<file path="src/rtl/toggle_event_pkg.sv">
`default_nettype none
// ============================================================================
// Module      : toggle_event_pkg
// Description : Shared types and helpers for the toggle-event receive path.
//               state_e     - decoder FSM encoding (INIT priming, RUN detect)
//               arm_cycles  - priming length for a given synchronizer depth
//               max_count   - saturation value of a CW-bit pending counter
// Revision    : 1.0 - initial release
// ============================================================================
package toggle_event_pkg;

    typedef enum logic [0:0] {
        ST_INIT = 1'b0,
        ST_RUN  = 1'b1
    } state_e;

    // Arm counter is wide enough for the largest legal priming length (4+1).
    localparam int ARM_CNT_W = 3;

    // The synchronized level and its delayed copy are both valid only after
    // the chain depth plus the edge register have been flushed.
    function automatic int arm_cycles(input int sync_stages);
        return sync_stages + 1;
    endfunction

    function automatic int max_count(input int cw);
        return (1 << cw) - 1;
    endfunction

endpackage
`default_nettype wire

</file>
<file path="src/rtl/sync_chain.sv">
`default_nettype none
// ============================================================================
// Module      : sync_chain
// Description : Multi-flop level synchronizer for a single asynchronous bit.
// Ports       : clk   - destination clock
//               rst_n - asynchronous active-low reset (chain clears to 0)
//               d     - asynchronous input level
//               q     - synchronized level, STAGES clk edges behind d
// Revision    : 1.0 - initial release
// ============================================================================
module sync_chain #(
    parameter int STAGES = 2
) (
    input  logic clk,
    input  logic rst_n,
    input  logic d,
    output logic q
);

    logic [STAGES-1:0] r_sync;

    always_ff @(posedge clk or negedge rst_n) begin
        if (!rst_n) begin
            r_sync <= '0;
        end else begin
            r_sync <= {r_sync[STAGES-2:0], d};
        end
    end

    assign q = r_sync[STAGES-1];

endmodule
`default_nettype wire

</file>
<file path="src/rtl/toggle_event_decoder.sv">
`default_nettype none
// ============================================================================
// Module      : toggle_event_decoder
// Description : Receive side of a toggle-signalled event path. Synchronizes
//               the remote toggle level, turns every transition into one
//               event pulse and buffers events in a saturating counter that
//               a consumer drains through a valid/ready handshake.
// Ports       : clk       - clock, all state on rising edge
//               rst_n     - asynchronous active-low reset
//               tog_in    - toggle level from remote T flip-flop (async)
//               evt_ready - consumer takes one event when evt_valid=1
//               clr_ovf   - synchronous clear of overflow
//               armed     - priming complete, detection enabled
//               evt_pulse - registered one-cycle pulse per toggle
//               evt_valid - pending count nonzero
//               evt_count - pending event count
//               overflow  - sticky, toggle seen while count saturated
// Revision    : 1.0 - initial release
// ============================================================================
module toggle_event_decoder
    import toggle_event_pkg::*;
#(
    parameter int SYNC_STAGES = 2,
    parameter int CW          = 4
) (
    input  logic          clk,
    input  logic          rst_n,
    input  logic          tog_in,
    input  logic          evt_ready,
    input  logic          clr_ovf,
    output logic          armed,
    output logic          evt_pulse,
    output logic          evt_valid,
    output logic [CW-1:0] evt_count,
    output logic          overflow
);

    localparam logic [0:0]           C_ST_INIT  = ST_INIT;
    localparam logic [0:0]           C_ST_RUN   = ST_RUN;
    localparam logic [ARM_CNT_W-1:0] C_ARM_LAST = ARM_CNT_W'(arm_cycles(SYNC_STAGES) - 1);
    localparam logic [CW-1:0]        C_MAX      = CW'(max_count(CW));

    logic                 w_ss;
    logic                 r_prev;
    logic [0:0]           r_state;
    logic [ARM_CNT_W-1:0] r_arm_cnt;
    logic                 r_armed;
    logic                 r_pulse;
    logic [CW-1:0]        r_count;
    logic                 r_ovf;

    logic                 w_inc;
    logic                 w_dec;
    logic                 w_ovf_set;

    sync_chain #(
        .STAGES (SYNC_STAGES)
    ) u_sync (
        .clk   (clk),
        .rst_n (rst_n),
        .d     (tog_in),
        .q     (w_ss)
    );

    // Edge register runs in every state so it already holds the settled
    // level by the time RUN starts comparing against it.
    always_ff @(posedge clk or negedge rst_n) begin
        if (!rst_n) begin
            r_prev <= 1'b0;
        end else begin
            r_prev <= w_ss;
        end
    end

    // INIT waits until the chain and edge register have flushed, so a level
    // already high at reset release is absorbed instead of reported.
    always_ff @(posedge clk or negedge rst_n) begin
        if (!rst_n) begin
            r_state   <= C_ST_INIT;
            r_arm_cnt <= '0;
            r_armed   <= 1'b0;
        end else if (r_state == C_ST_INIT) begin
            r_arm_cnt <= r_arm_cnt + ARM_CNT_W'(1);
            if (r_arm_cnt == C_ARM_LAST) begin
                r_state <= C_ST_RUN;
                r_armed <= 1'b1;
            end
        end
    end

    always_ff @(posedge clk or negedge rst_n) begin
        if (!rst_n) begin
            r_pulse <= 1'b0;
        end else begin
            r_pulse <= (r_state == C_ST_RUN) && (w_ss ^ r_prev);
        end
    end

    assign w_inc     = r_pulse;
    assign w_dec     = evt_valid & evt_ready;
    // A simultaneous take leaves room for the new event, so no overflow.
    assign w_ovf_set = w_inc & ~w_dec & (r_count == C_MAX);

    always_ff @(posedge clk or negedge rst_n) begin
        if (!rst_n) begin
            r_count <= '0;
        end else if (w_inc && !w_dec && (r_count != C_MAX)) begin
            r_count <= r_count + CW'(1);
        end else if (w_dec && !w_inc) begin
            r_count <= r_count - CW'(1);
        end
    end

    // Set wins over clear so an event lost in the clearing cycle is still
    // reported.
    always_ff @(posedge clk or negedge rst_n) begin
        if (!rst_n) begin
            r_ovf <= 1'b0;
        end else begin
            r_ovf <= w_ovf_set | (r_ovf & ~clr_ovf);
        end
    end

    assign armed     = r_armed;
    assign evt_pulse = r_pulse;
    assign evt_count = r_count;
    assign evt_valid = (r_count != '0);
    assign overflow  = r_ovf;

endmodule
`default_nettype wire
</file>
<file path="config.mk">
export PLATFORM = sky130hd
export DESIGN_NAME = toggle_event_decoder
export DESIGN_NICKNAME = d
export VERILOG_FILES = /design/src/rtl/toggle_event_pkg.sv /design/src/rtl/sync_chain.sv /design/src/rtl/toggle_event_decoder.sv
export SDC_FILE = /design/constraint.sdc
export NUM_CORES = 1
export LEC_CHECK = 0
export CAP_MARGIN = 20
export CORE_MARGIN = 1.5
export CORE_UTILIZATION = 35
export CTS_CLUSTER_SIZE = 8
export DETAILED_ROUTE_END_ITERATION = 7
export PLACE_DENSITY = 0.59
export SLEW_MARGIN = 15
export SYNTH_ARGS = -nofsm -noshare
export SYNTH_HDL_FRONTEND = slang
export SYNTH_SLANG_ARGS = --single-unit
</file>
<file path="constraint.sdc">
create_clock -name clk -period 2.6 [get_ports clk]
set_input_delay 0.26 -clock clk [delete_from_list [all_inputs] [get_ports clk]]
set_output_delay 0.26 -clock clk [all_outputs]
set_load 0.02 [all_outputs]
</file>
Word level (Yosys, flattened, before mapping) --
Index checks and enable logic that the tools add are counted.
Operators by class: $add $sub $neg 3, equality and inequality tests 3, multiplexer cells 4, bitwise gates (word level) 9, reductions and logical operators 9
Operator list (number):
- $mux 4 | 2
- $add 4x1->4 const B | 1
- $and 1x1->1 | 4
- $eq 4x4->1 const B | 1
- $logic_and 1x1->1 | 4
- $ne 4x4->1 const B | 1
- $reduce_bool 4->1 | 1
- $sub 4x1->4 const B | 1
- $add 3x1->3 const B | 1
- $eq 3x2->1 const B | 1
- $not 1->1 | 3
- $logic_not 1->1 | 2
- $mux 1 | 2
- $reduce_and 2->1 | 1
- $reduce_bool 2->1 | 1
- $or 1x1->1 | 1
- $xor 1x1->1 | 1
Storage, ports and cells: flip-flop bits (word level) 14, input bits 5, output and inout port bits 8, word-level logic and storage cells 36

Logic depth before layout (Yosys ltp) --
depth in word-level cells 6, mapped depth 7, mapped depth without buffers 7

Modules after synthesis --
A second synthesis with hierarchy kept.
Unflattened totals: cell total of the unflattened synthesis 53, area, all modules 661.9 µm²
Modules (own cells, without submodules):
- toggle_event_decoder | instances 1, cells each 51, area each 611.8 µm², sequential area each 300.3 µm²
- sync_chain | instances 1, cells each 2, area each 50.0 µm², sequential area each 50.0 µm²

Least setup slack after synthesis --
OpenSTA, ideal clock, no wires.
path kind reg2reg, start point reg r_count[0], in the netlist evt_count[0], end point reg r_count[3], in the netlist evt_count[3], setup time 0.080 ns, data arrival time 2.091 ns, required time 2.520 ns, slack 0.429 ns, cell stages (with the launch flop) 8, path buffers 0, period minus slack after synthesis 2.171 ns, path through dfrtp_1 > a41oi_1 > o21ai_0 > ha_1 > a21o_1 > a21oi_1 > mux2i_1 > xor2_1
On the way: longest elaborated chain between the ends 6, elaborated cells between the ends (all ways) 12, those cells by class add/sub: 2; eq/ne: 1; mux: 2; bitwise: 1; reduce/logical: 6
Ends and longest elaborated chain:
- start, declared | RTL line toggle_event_decoder.sv:49 | logic [CW-1:0] r_count;
- start signal, assigned | RTL line toggle_event_decoder.sv:108 | r_count <= r_count + CW'(1);
- start signal, assigned | RTL line toggle_event_decoder.sv:110 | r_count <= r_count - CW'(1);
- branches (longest 6 deep; another with $sub 4x1->4)
Several ways; the timed one is not identified. The select of a mux whose other input is x is not followed. A chain may end at the register's enable or synchronous reset.

Final worst setup path --
start point reg r_count[2], in the netlist evt_count[2], end point reg r_count[3], in the netlist evt_count[3]
The elaborated chain is that of the path after synthesis.

==> run metrics <==
Remaining Overflow, GRT 0; effective utilization at floorplan around 38%; std cell rows 15; wirelength, routed 1.050 mm; warning count from the yosys run 0; CP max FO 7; cell breakdown of the critical path nor4_2 -> o21ai_0 -> buf_4 -> ha_1 -> a21oi_1 -> mux2i_1 -> xor2_1; global-route wire length before repair 1.911 mm; number of CTS-inserted buffers 3; DR DRC count 0; # hold bufs at CTS 0; largest area contributor in the synthesized netlist sky130_fd_sc_hd__dfrtp_1; Yosys top cell area share 53.03%; number of cells on the worst reg-to-reg path 7; final layout net count 81; count of pins over their slew limit 0; total iterations of the first detailed-routing run 4; post-cts resize count 0; Cells after Synth 53; transition time of the tightest slew-check pin 0.5932 ns; Layout fillers approximately 160; die width around 46 um; vias in the first global route 423; number of antenna repair diodes 0; arrival time at the worst endpoint 2.32 ns; unrepaired setup endpoints after global routing false; die extent in y 46.45 um; cell area power density between 900 and 1000 nW/um^2; hold_sp u_sync.r_sync[0]; Worst EP required 2.79 ns; fraction of final layout cells sized beyond drive strength 1 between 10% and 20%; gp weighted congestion 0.6980; number of sinks on the clock net 14; Worst setup EP type flop; setup bufs post-CTS 0; buffer type at the clock tree root sky130_fd_sc_hd__clkbuf_4; Startpoint Class flop; kind of critical path reg2reg; CP max stage delay 0.49 ns; number of unique standard cell types used by synthesis 25; global-route usage over all layers 12.61%; Layout Skew 0.004202 ns; via count between 400 and 500; Core Region between 1500 and 2000 um^2; run status finished clean; Port Buffer Count 12; Top-Level Pins 13; clock latency on the worst-skew pair approximately 0.27 ns; worst supply voltage drop on vdd 0.5461 mV; slowest library cell on the worst path sky130_fd_sc_hd__dfrtp_1; CTS tree built; pin count of the biggest net entering global routing 15; DR iter-0 viols 6; Longest Clk Path Bufs 2; Final Cycle Share between 80% and 90%; Routed WL per cell 11.17 um; number of buffer and inverter stages on the critical path 1; Sequential cell area 350.3 um^2; Max H-tree Level 1; endpoint with the worst hold slack u_sync.r_sync[1]; floorplan die area 2157 um^2; cell depth of the worst min-delay path 0; number of max-cap violations 0; setup slack of the worst register-to-register path 0.47 ns; number of antenna violations at the first check in global routing 0; area of combinational cells with multiple inputs approximately 300 um^2; Synth Area per Inst approximately 12 um^2; biggest area contributors in the synthesized netlist sky130_fd_sc_hd__dfrtp_1 (53%), sky130_fd_sc_hd__ha_1 (7.6%), sky130_fd_sc_hd__xor2_1 (5.3%); final core occ between 40% and 50%; number of register bits inferred by synthesis 14; post-synthesis sequential area ratio 53.03%; Worst path depth 7; clock-pin slew on the worst setup and hold paths approximately 0.070 ns; Final ANT Viol Nets 0; Worst R2R End evt_count[3]; Final setup viols 0; leak pwr 0.3537 nW; Worst slew margin 60.33%; kind of cell with the highest combined delay on the critical path flip-flops; post-layout min period 2.130 ns; FMAX 469.5 MHz; total standard cell area after synthesis between 600 and 700 um^2; number of endpoints with negative hold slack in the final report 0; Setup TNS Final 0 ns; origin of the critical flop-to-flop path evt_count[2]; Syn-to-layout area delta 27.46%; mean number of vias per cell between 4 and 5; Post-Syn Nets 63; path class of the lowest-slack min-delay path reg2reg
-- cells in the mapped netlist --
| library cell | n |
|---|---|
| sky130_fd_sc_hd__a211oi_2 | 1 |
| sky130_fd_sc_hd__a21o_1 | 1 |
| sky130_fd_sc_hd__a21oi_1 | 1 |
| sky130_fd_sc_hd__a21oi_2 | 1 |
| sky130_fd_sc_hd__a41oi_1 | 1 |
| sky130_fd_sc_hd__and2_1 | 1 |
| sky130_fd_sc_hd__dfrtp_1 | 14 |
| sky130_fd_sc_hd__fa_1 | 1 |
| sky130_fd_sc_hd__ha_1 | 4 |
| sky130_fd_sc_hd__inv_1 | 2 |
| sky130_fd_sc_hd__inv_2 | 1 |
| sky130_fd_sc_hd__mux2_1 | 2 |
| sky130_fd_sc_hd__mux2i_1 | 1 |
| sky130_fd_sc_hd__nand2_1 | 4 |
| sky130_fd_sc_hd__nand2b_1 | 3 |
| sky130_fd_sc_hd__nand3b_1 | 1 |
| sky130_fd_sc_hd__nand4b_1 | 1 |
| sky130_fd_sc_hd__nor2_1 | 1 |
| sky130_fd_sc_hd__nor3_1 | 1 |
| sky130_fd_sc_hd__nor4_2 | 1 |
| sky130_fd_sc_hd__o21ai_0 | 2 |
| sky130_fd_sc_hd__o21bai_1 | 1 |
| sky130_fd_sc_hd__o22ai_1 | 1 |
| sky130_fd_sc_hd__xnor2_1 | 2 |
| sky130_fd_sc_hd__xor2_1 | 4 |
-- stage by stage --
stage / total power (W) / instance area (um^2) / hold slack, ns / setup WS [ns] / instances
final: 0.0007832 / 842.1 / 0.3510 / 0.4699 / 94
after CTS: 0.0007911 / 842.1 / 0.3563 / 0.4887 / 94
after global routing: 0.0008455 / 842.1 / 0.3595 / 0.2869 / 94
after global placement: 0.0006787 / 819.5 / 0.3332 / 0.4350 / 91
after detailed placement: 0.0006736 / 819.5 / 0.3381 / 0.3894 / 91
after floorplan: 0.0005357 / 660.6 / -0.03559 / 0.4291 / 53
-- how the worst max path moves through the flow --
stage                            start      endpoint  slack, ns
after floorplan           evt_count[0]  evt_count[3]       0.43
after global placement       evt_ready  evt_count[3]       0.44
after detailed placement     evt_ready  evt_count[3]       0.39
after CTS                 evt_count[2]  evt_count[3]       0.49
after global routing      evt_count[2]  evt_count[3]       0.29
final                     evt_count[2]  evt_count[3]       0.47
-- layout make-up --
class,count,area share [%]
well taps,25,3.715
clock buffers,3,2.675
multi-input cells,36,35.51
flip-flops and latches,14,41.60
repair buffers,13,15.16
inverters,3,1.337
-- metal layers --
metal  up-vias  routed length [um]  global-route usage, %  share of wire, %
li1        220                   -                      -                 -
met1       216                 565                  19.80                54
met2         5                 453                  16.67                43
met3         0                  31                  4.706               3.0
met4         0                   0                  1.714                 0
met5         -                   0                      0                 0
-- logic make-up (layout without fill, tap and decap cells) --
| group | after synthesis | count (layout) | share of synthesized area (%) |
|---|---|---|---|
| flip-flops | 14 | 14 | 53.03 |
| AND/OR/NAND/NOR | 13 | 13 | 11.74 |
| AO/OA/AOI/OAI | 9 | 9 | 10.04 |
| XOR/XNOR | 6 | 6 | 7.954 |
| adder cells (fa/ha/maj) | 5 | 5 | 10.61 |
| multiplexers | 3 | 3 | 4.924 |
| buffers and inverters | 3 | 19 | 1.704 |
-- registers in the layout (all words and copies together) (netlist names) --
name           flops
evt_count          4
u_sync.r_sync      2
r_prev             1
evt_pulse          1
armed              1
overflow           1
r_state            1
r_arm_cnt          3
-- power breakdown --
| group | internal (W) | switching, W |
|---|---|---|
| registers | 0.000258 | 0.0000868 |
| clock network | 0.0000535 | 0.0000611 |
| logic | 0.000173 | 0.000151 |
| total | 0.000484 | 0.000299 |
-- placed cells by master, fill, tap and decap left out, drive strengths merged --
cell / n
a211oi: 1
a21o: 1
a21oi: 2
a41oi: 1
and2: 1
buf: 1
clkbuf: 3
clkdlybuf4s50: 12
dfrtp: 14
fa: 1
ha: 4
inv: 3
mux2: 2
mux2i: 1
nand2: 4
nand2b: 3
nand3b: 1
nand4b: 1
nor2: 1
nor3: 1
nor4: 1
o21ai: 2
o21bai: 1
o22ai: 1
xnor2: 2
xor2: 4
No activity file was read; power rests on OpenSTA's default activity.
